`src/rtl/bram_stream_reader.sv`:
```
// bram_stream_reader: read-side master for a dual-port no-change BRAM.
// Takes a (start address, length) command, issues credit-limited reads and
// streams the returned words over valid/ready with last-beat and done flags.
module bram_stream_reader #(
    parameter int unsigned C_RAM_WIDTH = 64,
    parameter int unsigned C_RAM_DEPTH = 512,
    parameter string       C_RAM_PERF  = "LOW_LATENCY"
) (
    input  logic                             clk,
    input  logic                             rst,
    input  logic                             cmd_valid,
    output logic                             cmd_ready,
    input  logic [$clog2(C_RAM_DEPTH)-1:0]   cmd_addr,
    input  logic [$clog2(C_RAM_DEPTH):0]     cmd_len,
    output logic [$clog2(C_RAM_DEPTH)-1:0]   ram_addr,
    output logic                             ram_rden,
    input  logic [C_RAM_WIDTH-1:0]           ram_dout,
    output logic [C_RAM_WIDTH-1:0]           dout,
    output logic                             dout_valid,
    input  logic                             dout_ready,
    output logic                             dout_last,
    output logic                             done,
    output logic                             busy
);

    localparam int unsigned A  = $clog2(C_RAM_DEPTH);
    // BRAM read latency in rden-qualified stages
    localparam int unsigned L  = (C_RAM_PERF == "HIGH_PERFORMANCE") ? 3 : 1;
    // Credit pool: FIFO entries plus reads in flight
    localparam int unsigned D  = L + 2;
    localparam int unsigned PW = $clog2(D);
    localparam int unsigned CW = $clog2(D + 1);
    localparam int unsigned SW = CW + 1;

    localparam logic [A-1:0]  LastAddr = A'(C_RAM_DEPTH - 1);
    localparam logic [PW-1:0] LastPtr  = PW'(D - 1);
    localparam logic [A:0]    One      = 1;

    typedef enum logic [1:0] {StIdle, StIssue, StDrain} state_t;

    state_t                 r_state;
    logic [A-1:0]           r_addr_cnt;
    logic [A-1:0]           r_ram_addr;
    logic                   r_ram_rden;
    logic                   r_done;
    logic [A:0]             r_remaining;
    logic [A:0]             r_len;
    logic [A:0]             r_beat;
    // Bit 0 tracks the read held on ram_addr; bits 1..L follow it through the BRAM stages
    logic [L:0]             r_tag;

    logic [C_RAM_WIDTH-1:0] r_fifo [D];
    logic [PW-1:0]          r_wptr;
    logic [PW-1:0]          r_rptr;
    logic [CW-1:0]          r_fcount;

    logic                   w_accept;
    logic                   w_issue;
    logic                   w_wr;
    logic                   w_pop;
    logic                   w_last;
    logic [CW-1:0]          w_inflight;
    logic [SW-1:0]          w_sum;
    logic [SW-1:0]          w_limit;

    function automatic logic [A-1:0] next_addr(input logic [A-1:0] a);
        return (a == LastAddr) ? '0 : a + 1'b1;
    endfunction

    function automatic logic [PW-1:0] next_ptr(input logic [PW-1:0] p);
        return (p == LastPtr) ? '0 : p + 1'b1;
    endfunction

    assign w_inflight = CW'($countones(r_tag));
    assign w_accept   = (r_state == StIdle) && cmd_valid;
    assign w_pop      = dout_valid && dout_ready;
    assign w_wr       = r_tag[L];
    assign w_sum      = SW'(r_fcount) + SW'(w_inflight);
    // A pop this cycle frees a slot, so it counts as credit for the issue decision
    assign w_limit    = SW'(D) + SW'(w_pop);
    assign w_issue    = (w_accept && (cmd_len != '0)) ||
                        ((r_state == StIssue) && (r_remaining != '0) && (w_sum < w_limit));
    assign w_last     = (r_beat + One) == r_len;

    assign cmd_ready  = (r_state == StIdle);
    assign busy       = (r_state != StIdle);
    assign ram_addr   = r_ram_addr;
    assign ram_rden   = r_ram_rden;
    assign done       = r_done;
    assign dout_valid = (r_fcount != '0);
    assign dout       = r_fifo[r_rptr];
    assign dout_last  = dout_valid && w_last;

    // Command FSM: read issue, address/remaining counters, tag pipe, beat count, done
    always_ff @(posedge clk) begin
        if (rst) begin
            r_state     <= StIdle;
            r_addr_cnt  <= '0;
            r_ram_addr  <= '0;
            r_ram_rden  <= 1'b0;
            r_done      <= 1'b0;
            r_remaining <= '0;
            r_len       <= '0;
            r_beat      <= '0;
            r_tag       <= '0;
        end else begin
            r_done <= 1'b0;
            r_tag  <= {r_tag[L-1:0], w_issue};
            if (w_pop) begin
                r_beat <= r_beat + One;
            end
            case (r_state)
                StIdle: begin
                    if (w_accept) begin
                        r_len  <= cmd_len;
                        r_beat <= '0;
                        if (cmd_len == '0) begin
                            r_done <= 1'b1;
                        end else begin
                            // First read goes out on the accept edge itself
                            r_ram_addr  <= cmd_addr;
                            r_ram_rden  <= 1'b1;
                            r_addr_cnt  <= next_addr(cmd_addr);
                            r_remaining <= cmd_len - One;
                            r_state     <= (cmd_len == One) ? StDrain : StIssue;
                        end
                    end
                end
                StIssue: begin
                    if (w_issue) begin
                        r_ram_addr  <= r_addr_cnt;
                        r_addr_cnt  <= next_addr(r_addr_cnt);
                        r_remaining <= r_remaining - One;
                        if (r_remaining == One) begin
                            r_state <= StDrain;
                        end
                    end
                end
                StDrain: begin
                    if (w_pop && w_last) begin
                        r_state    <= StIdle;
                        r_ram_rden <= 1'b0;
                        r_done     <= 1'b1;
                    end
                end
                default: r_state <= StIdle;
            endcase
        end
    end

    // FIFO storage: captures BRAM data when a tagged read leaves the pipe
    always_ff @(posedge clk) begin
        if (w_wr) begin
            r_fifo[r_wptr] <= ram_dout;
        end
    end

    // FIFO pointers and occupancy
    always_ff @(posedge clk) begin
        if (rst) begin
            r_wptr   <= '0;
            r_rptr   <= '0;
            r_fcount <= '0;
        end else begin
            if (w_wr) begin
                r_wptr <= next_ptr(r_wptr);
            end
            if (w_pop) begin
                r_rptr <= next_ptr(r_rptr);
            end
            case ({w_wr, w_pop})
                2'b10:   r_fcount <= r_fcount + 1'b1;
                2'b01:   r_fcount <= r_fcount - 1'b1;
                default: r_fcount <= r_fcount;
            endcase
        end
    end

endmodule

```
`config.mk`:
```
export PLATFORM = sky130hd
export DESIGN_NAME = bram_stream_reader
export DESIGN_NICKNAME = d
export VERILOG_FILES = /design/src/rtl/bram_stream_reader.sv
export SDC_FILE = /design/constraint.sdc
export NUM_CORES = 1
export LEC_CHECK = 0
export CORE_MARGIN = 3
export CORE_UTILIZATION = 60
export CTS_BUF_LIST = sky130_fd_sc_hd__clkbuf_8
export CTS_CLUSTER_DIAMETER = 40
export DETAILED_ROUTE_END_ITERATION = 6
export PLACE_DENSITY = 0.88
export SYNTH_ARGS = -nofsm -noshare
export SYNTH_HDL_FRONTEND = slang
export SYNTH_SLANG_ARGS = --single-unit
```
`constraint.sdc`:
```
create_clock -name clk -period 10.8 [get_ports clk]
set_clock_uncertainty 0.1 [all_clocks]
set_input_delay 1.62 -clock clk [delete_from_list [all_inputs] [get_ports clk]]
set_output_delay 1.62 -clock clk [all_outputs]
set_load 0.01 [all_outputs]
```
==> Word-level counts from Yosys, hierarchy flattened <==
Memories as Yosys holds them, arrays and structs flattened. A register that Yosys moved wholly into a read port is not among the register bits.
Index checks and enable logic that the tools add are counted.
{ "word_totals": {"reg_bits": 60, "elab_cells": 102, "n_memories": 1, "ram_bits": 192} }
{ "mem_list": {"columns": ["memory", "words", "width", "rd", "rd_clocked_by_memory_dff", "write_ports", "line", "rtl"], "rows": [
  ["r_fifo", 3, 64, 1, 1, 1, "52", "logic [C_RAM_WIDTH-1:0] r_fifo [D];"]
]} }
{ "classes": {"reduce_logical": 21, "mux": 39, "order_cmp": 1, "n_eq_ne": 16, "addsub": 12} }
{ "ops": {"columns": ["operator", "count"], "rows": [
  ["2-to-1 mux 9 bit", 8],
  ["2-to-1 mux 10 bit", 6],
  ["one-hot mux 9 bit (2 select lines)", 2],
  ["== test 10 x 1 -> 1 bit, second input constant", 2],
  ["2-to-1 mux 2 bit", 10],
  ["one-hot mux 10 bit (2 select lines)", 1],
  ["nonzero test 10 bit", 2],
  ["subtractor 10 x 1 -> 10 bit, second input constant", 2],
  ["adder 9 x 1 -> 9 bit, second input constant", 2],
  ["== test 9 bit, second input constant", 2],
  ["adder 10 x 1 -> 10 bit, second input constant", 1],
  ["== test 10 bit", 1],
  ["logical NOT 10 bit", 1],
  ["nonzero test 2 bit", 5],
  ["== test 2 bit, second input constant", 4],
  ["2-to-1 mux 1 bit", 8],
  ["AND reduction 4 bit", 2],
  ["logical AND 1 bit", 7],
  ["adder 2 x 1 -> 2 bit, second input constant", 3],
  ["!= test 2 bit, second input constant", 3],
  ["one-hot mux 2 bit (3 select lines)", 1],
  ["AND reduction 5 bit", 1],
  ["== test 2 x 1 -> 1 bit, second input constant", 2],
  ["!= test 2 x 1 -> 1 bit, second input constant", 2],
  ["10 further kinds", 11]
]} }

==> Logic depth before layout (Yosys ltp) <==
Gate-level depths: netlist (run 1).
{ "depth": {"depth_word": 8, "mapped_depth": 13, "ltp_nobuf": 10} }

==> Worst setup path after synthesis (run 1) <==
Ideal clock, no wire load.
{ "synth_timing": {"path_type": "register -> register", "startpoint": "register r_tag[1]", "endpoint": "memory r_fifo[0][0] (enable)", "t_required_ps": 10133, "path_slack_ps": 5224, "t_arrival_ps": 4909, "path_stages_with_launch": 3, "setup_time_ps": 567, "path_cell_list": "dfxtp_1 inv_1 nor3_1"} }
{ "synth_between": {"elab_chain_len": 2} }
{ "synth_rtl": {"columns": ["element", "line", "rtl"], "rows": [
  ["start, declared", "50", "logic [L:0] r_tag;"],
  ["start signal, assigned", "108", "r_tag <= {r_tag[L-1:0], w_issue};"],
  ["2-to-1 mux 1 bit", "153", "if (w_wr) begin"],
  ["2-to-1 mux 1 bit (not written as such)", "154", "r_fifo[r_wptr] <= ram_dout;"],
  ["end, declared", "52", null]
]} }
No other way between the ends.

==> Worst setup path in the final report (run 1) <==
{ "layout_timing": {"startpoint": "register r_beat[0]", "endpoint": "output port dout_last"} }
{ "layout_between": {"elab_chain_len": 3} }
{ "layout_rtl": {"columns": ["element", "line", "rtl"], "rows": [
  ["start, declared", "48", "logic [A:0] r_beat;"],
  ["start signal, assigned", "110", "r_beat <= r_beat + One;"],
  ["adder 10 x 1 -> 10 bit", "83", "assign w_last = (r_beat + One) == r_len;"],
  ["== test 10 bit", "83", null],
  ["logical AND 1 bit", "92", "assign dout_last = dout_valid && w_last;"],
  ["end, declared", "21", "output logic dout_last,"]
]} }
No other way between the ends.

==> flow_summary.ini, run 1 <==
[run_status]
status = finished clean

[die]
fp.coreArea_um2 = 17420
dieHeight_um = 139.8
initial_core_util = 0.6167
dieArea_um2 = 19540
rows = 48
io-pin-count = 166
die_x_um = 139.8

[route]
num_vias = 7205
ant_nets = 0
drcViolationCount = 0
wl_met2_mm = 11.44
top_layer = met5
wl_met1_mm = 9.555
wl_mm = 23.00
vias_per_cell = 5.633
wl_met3_mm = 1.363
wl_per_cell_um = 17.98
dr.pass1.iters = 5
drt_iter0_markers = 415

[cts]
cts_tree = built
cts.htree.levels = 2
root_buffer = clkbuf_8
clk_latency_ns = 0.53
cts_hold_buffers = 0
clkSinkCount = 254
post-cts-setup-buffer-count = 0
post_cts_resized = 0
cts_max_path_buffers = 3
path_clk_slew_ns = 0.06
numCtsBuffers = 41

[timing]
tightest_slew_ns = 1.153
hold_ws_ns = 0.3648
finalSetupViolCount = 0
period_needed_ns = 4.836
slew_viol_final = 0
setup_slack_ns = 5.964
rsz0062_at_grt = false
fin_crit_sh = 0.4477
timing.slew.headroom = 0.2311
max_clock_freq_mhz = 206.8
fin_tns_setup_ns = 0
hold_viol_final = 0

[critical_path]
critPathKind = reg2out
critPathMaxFanout = 6
cp-end-kind = primary output
r2r_slack_ns = 7.41
r2r_end = r_addr_cnt[2]
ff2ff_path_depth = 6
r2r_start = r_state[0]
crit_path_start_kind = flip-flop
worst_ep_arrival_time_ns = 3.12
cp.required_ns = 9.08

[yosys]
syn_avg_cell_area_um2 = 12.53
ys_seq_elements = 254
synth.distinct_cells = 60
synth_edf_count = 192
yosysTopAreaCellShare = 0.5368
syn_nets = 960
seq_area_frac_synth = 0.6524
synth_top_flop_cell = edfxtp_1
syn-cell-area_um2 = 10740
yosysWarnings = 0
synth.area.top_cells = edfxtp_1 (54%), dfxtp_1 (12%), mux2i_1 (6.1%), nand2_1 (4.8%), o21ai_0 (3.7%)
postSynthCellCount = 857
yosysTopAreaCell = edfxtp_1
synthArstFlopShare = 0

[hold_path]
whs_path_depth = 2
worst_hold_path.endpoint = r_len[4]
holdCritStartpoint = r_len[4]
hold_class = reg2reg

[grt]
antenna_found_initial = 2
overflow = 0
grt_first_pass_wirelength_mm = 36.70
grt_pass1_vias = 7026
grt_max_degree = 129
grt_usage = 0.2326

[place]
detailed_place_hpwl_mm = 14.14
gp_congestion = 0.8759
dp.cells = 1206
portBuffers = 165
dp_slack_ns = 6.060
placed_cell_area_um2 = 12510

[layout]
stdcell_area_um2 = 13250
final_cell_mix = edfxtp_1 (192), clkdlybuf4s50_1 (164), nand2_1 (137)
area_growth_pct = 23.37
drive_gt1_frac = 0.08547
final_cell_count_no_fill = 1279
fin_nets = 1127
mostFrequentLayoutCell = edfxtp_1

[power_and_ir_drop]
power_leakage_uw = 0.004389
powerDensity_nw_per_um2 = 183.2
ir_drop_mv = 0.1203

[job]
max_cap_viol_count = 0
power breakdown:
part	internal, µW	switching (µW)
combinational	253	276
clock	389	359
sequential	1110	42.5
state kept, by name, summed over array words and instances, names as in the netlist, named ones only:
name and cells:
r_fifo 192, r_beat 10, r_len 10, r_remaining 10, r_addr_cnt 9, ram_addr 9, r_fcount 2, r_rptr 2
r_state 2, r_tag 2, r_wptr 2, done 1, ram_rden 1
Yosys cell counts (4+ instances only):
| cell | n |
|---|---|
| nand2_1 | 137 |
| nor2_1 | 54 |
| inv_1 | 9 |
| mux2i_1 | 65 |
| xnor2_1 | 18 |
| nand4_1 | 5 |
| a211oi_1 | 4 |
| o21ai_0 | 79 |
| a21oi_1 | 36 |
| nand2b_1 | 5 |
| o21ai_1 | 6 |
| nand3_1 | 15 |
| xor2_1 | 20 |
| nor3_1 | 10 |
| o221ai_1 | 4 |
| edfxtp_1 | 192 |
| ha_1 | 15 |
| buf_1 | 7 |
| a311oi_2 | 11 |
| and3_1 | 9 |
| buf_6 | 6 |
| clkbuf_1 | 27 |
| dfxtp_1 | 62 |
| buf_2 | 4 |
worst max-delay path: stages (launching register included):
cell             delay [ns]
dfxtp_1                0.45
ha_1                   0.33
and2_1                 0.28
nand4_1                0.16
xnor2_1                0.17
nor4_1                 0.36
nand3_1                0.11
nor2_1                 0.16
clkdlybuf4s50_1        0.56
routing by layer:
layer / global-route usage / vias up
met4: 0.09179 / 2
li1: - / 3470
met2: 0.3786 / 243
met5: 0 / -
met3: 0.04639 / 50
met1: 0.3106 / 3440
cells by family (layout without fill, tap and decap cells):
family | after synthesis | after routing | synth area share
simple gates | 264 | 264 | 0.1122
flops | 254 | 254 | 0.6524
compound gates | 163 | 163 | 0.09762
mux | 65 | 65 | 0.06058
buf+inv | 56 | 252 | 0.02470
xor+xnor | 39 | 39 | 0.03320
fa+ha+maj | 16 | 16 | 0.01934
other cells | 0 | 1 | 0
metrics by stage:
step	total power [µW]	utilization
after floorplan	1475	-
after global placement	1678	0.7180
after detailed placement	1693	0.7180
after CTS	2447	0.7606
after global routing	2549	0.7608
final	2427	0.7608
final cells by class:
type,count,area [µm²]
Sequential cell,254,7014
Fill cell,1103,4167
Multi-Input combinational cell,547,3488
Timing Repair Buffer,170,1684
Clock buffer,42,578.1
Tap cell,225,281.5
Clock inverter,30,163.9
Inverter,10,37.54
Antenna cell,1,2.502
how the worst max path moves through the flow:
stage / startpoint / endpoint / cells past startpoint
after floorplan: r_tag[1] / r_fifo[0][0] / 2
after global placement: dout_ready / r_addr_cnt[2] / 10
after detailed placement: dout_ready / r_addr_cnt[2] / 10
after CTS: r_beat[0] / dout_last / 8
after global routing: r_beat[0] / dout_last / 8
final: r_beat[0] / dout_last / 8
(Power assumes the default switching activity.)
==> inputs of run 2 (changes only) <==
--- a/config.mk
+++ b/config.mk
@@ -6,11 +6,11 @@
 export NUM_CORES = 1
 export LEC_CHECK = 0
 export CORE_MARGIN = 3
-export CORE_UTILIZATION = 60
+export CORE_UTILIZATION = 50
 export CTS_BUF_LIST = sky130_fd_sc_hd__clkbuf_8
 export CTS_CLUSTER_DIAMETER = 40
 export DETAILED_ROUTE_END_ITERATION = 6
-export PLACE_DENSITY = 0.88
+export PLACE_DENSITY = 0.78
 export SYNTH_ARGS = -nofsm -noshare
 export SYNTH_HDL_FRONTEND = slang
 export SYNTH_SLANG_ARGS = --single-unit
==> constraint.sdc (replaced) <==
create_clock -name clk -period 4.1 [get_ports clk]
set_clock_uncertainty 0.1 [all_clocks]
set_input_delay 0.615 -clock clk [delete_from_list [all_inputs] [get_ports clk]]
set_output_delay 0.615 -clock clk [all_outputs]
set_load 0.01 [all_outputs]
==> run 2 against run 1 <==
  * Sequential cell count unchanged
  * Die area up 19%
  * Cell count grew 4.3%
  * First-iteration DRC count shrank 6.7%
  * Worst setup slack worse by 5.6 ns
  * Global-route usage shrank 4.3 points
  * Critical path type unchanged
  * Largest cell class unchanged
==> flow_summary.ini, run 2 (synthesis results as in run 1) <==
[run_status]
status = finished clean

[timing]
hold_viol_final = 0
tightest_slew_ns = 0.8111
fin_crit_sh = 0.9086
timing.slew.headroom = 0.4592
finalSetupViolCount = 0
fin_tns_setup_ns = 0
rsz0062_at_grt = false
slew_viol_final = 0
period_needed_ns = 3.725
max_clock_freq_mhz = 268.4

[cts]
cts_tree = built
clk_latency_ns = 0.53
numCtsBuffers = 41
path_clk_slew_ns = 0.06
root_buffer = clkbuf_8
cts_hold_buffers = 0
cts.htree.levels = 2
cts_max_path_buffers = 3
post_cts_resized = 0
post-cts-setup-buffer-count = 0
clkSinkCount = 254

[die]
rows = 52
dieArea_um2 = 23270
io-pin-count = 166
initial_core_util = 0.5191
dieHeight_um = 152.6
die_x_um = 152.6
fp.coreArea_um2 = 20690

[critical_path]
r2r_end = ram_addr[0]
r2r_slack_ns = 0.98
ff2ff_path_depth = 9
cp-startpoint = r_beat[0]
worst_ep_arrival_time_ns = 3.01
critPathMaxFanout = 6
cp-end-kind = primary output
crit_path_end = dout_last
cp.required_ns = 3.38
crit_path_start_kind = flip-flop
critPathKind = reg2out
r2r_start = r_fcount[0]

[route]
drcViolationCount = 0
ant_nets = 0
wl_per_cell_um = 16.84
wl_mm = 22.46
num_vias = 7173
dr.pass1.iters = 4
vias_per_cell = 5.377
drt_iter0_markers = 387

[power_and_ir_drop]
power_leakage_uw = 0.004473
ir_drop_mv = 0.2386
powerDensity_nw_per_um2 = 472.7
power_uw = 6330

[layout]
largest_reg_flops = 192
drive_gt1_frac = 0.09117
fin_nets = 1135
area_growth_pct = 24.69
largest_register = r_fifo
n_antenna_cell = 0
mostFrequentLayoutCell = edfxtp_1
final_cell_mix = edfxtp_1 (192), clkdlybuf4s50_1 (164), nand2_1 (137)
nFillCells = 1570

[grt]
antenna_found_initial = 1
grt_first_pass_wirelength_mm = 35.91
grt_usage = 0.1896
overflow = 0
grt_max_degree = 69
grt_pass1_vias = 6774

[hold_path]
hold_class = reg2reg

[job]
max_cap_viol_count = 0

[place]
gp_congestion = 0.8254
portBuffers = 165
detailed_place_hpwl_mm = 14.87
run 2: how the worst min path moves through the flow:
stage / from / to / cells after the start
floorplan: r_len[1] / r_len[1] / 2
CTS: r_len[6] / r_len[6] / 2
global route: r_len[6] / r_len[6] / 2
detailed placement: r_len[6] / r_len[6] / 2
finish: r_len[6] / r_len[6] / 2
global placement: r_len[6] / r_len[6] / 2
run 2: routing by layer:
layer,share of wire,vias up,track usage
li1,-,3492,-
met1,0.43,3426,0.2544
met2,0.49,215,0.3125
met3,0.059,38,0.04374
met4,0.018,2,0.05388
met5,0.00080,-,0
run 2: cell type report:
| class | instances | area [µm²] | area share |
|---|---|---|---|
| Tap cell | 270 | 337.8 | 0.02523 |
| Timing Repair Buffer | 178 | 1782 | 0.1330 |
| Sequential cell | 254 | 7014 | 0.5238 |
| Clock buffer | 42 | 578.1 | 0.04317 |
| Multi-Input combinational cell | 547 | 3495 | 0.2610 |
| Inverter | 10 | 37.54 | 0.002803 |
| Clock inverter | 33 | 147.6 | 0.01102 |
run 2: critical path, cell delays in order, from the launching register on:
cell and delay, ns:
dfxtp_1 0.44, ha_1 0.31, and2_1 0.27, nand4_1 0.17
xnor2_1 0.17, nor4_1 0.33, nand3_1 0.11, nor2_1 0.13
clkdlybuf4s50_1 0.54
run 2: stage by stage:
| stage | utilization | setup WS [ns] | std cells | hold slack (ns) | instance area, µm² |
|---|---|---|---|---|---|
| 2_1_floorplan | - | 0.3653 | 857 | 0.3481 | 10750 |
| 3_3_place_gp | 0.6122 | 0.6651 | 1259 | 0.3603 | 12670 |
| 3_5_place_dp | 0.6122 | 0.5944 | 1259 | 0.3650 | 12670 |
| 4_1_cts | 0.6473 | 0.3458 | 1334 | 0.3729 | 13390 |
| 5_1_grt | 0.6473 | 0.08680 | 1334 | 0.3891 | 13390 |
| 6_report | 0.6473 | 0.3748 | 1334 | 0.3691 | 13390 |
run 2: power by group:
part           leakage (µW)  total [µW]  switching [µW]  internal (µW)
combinational       0.00178        1370             678            687
sequential          0.00225        3060             149           2920
clock              0.000444        1900             940            961
total               0.00447        6330            1770           4560
==> inputs of run 3 (changes only) <==
--- a/config.mk
+++ b/config.mk
@@ -11,6 +11,7 @@
 export CTS_CLUSTER_DIAMETER = 40
 export DETAILED_ROUTE_END_ITERATION = 6
 export PLACE_DENSITY = 0.78
+export SETUP_SLACK_MARGIN = 0.05
 export SYNTH_ARGS = -nofsm -noshare
 export SYNTH_HDL_FRONTEND = slang
 export SYNTH_SLANG_ARGS = --single-unit
==> results of run 3 <==
Final layout, timing and power as in run 2 (identical DEF).
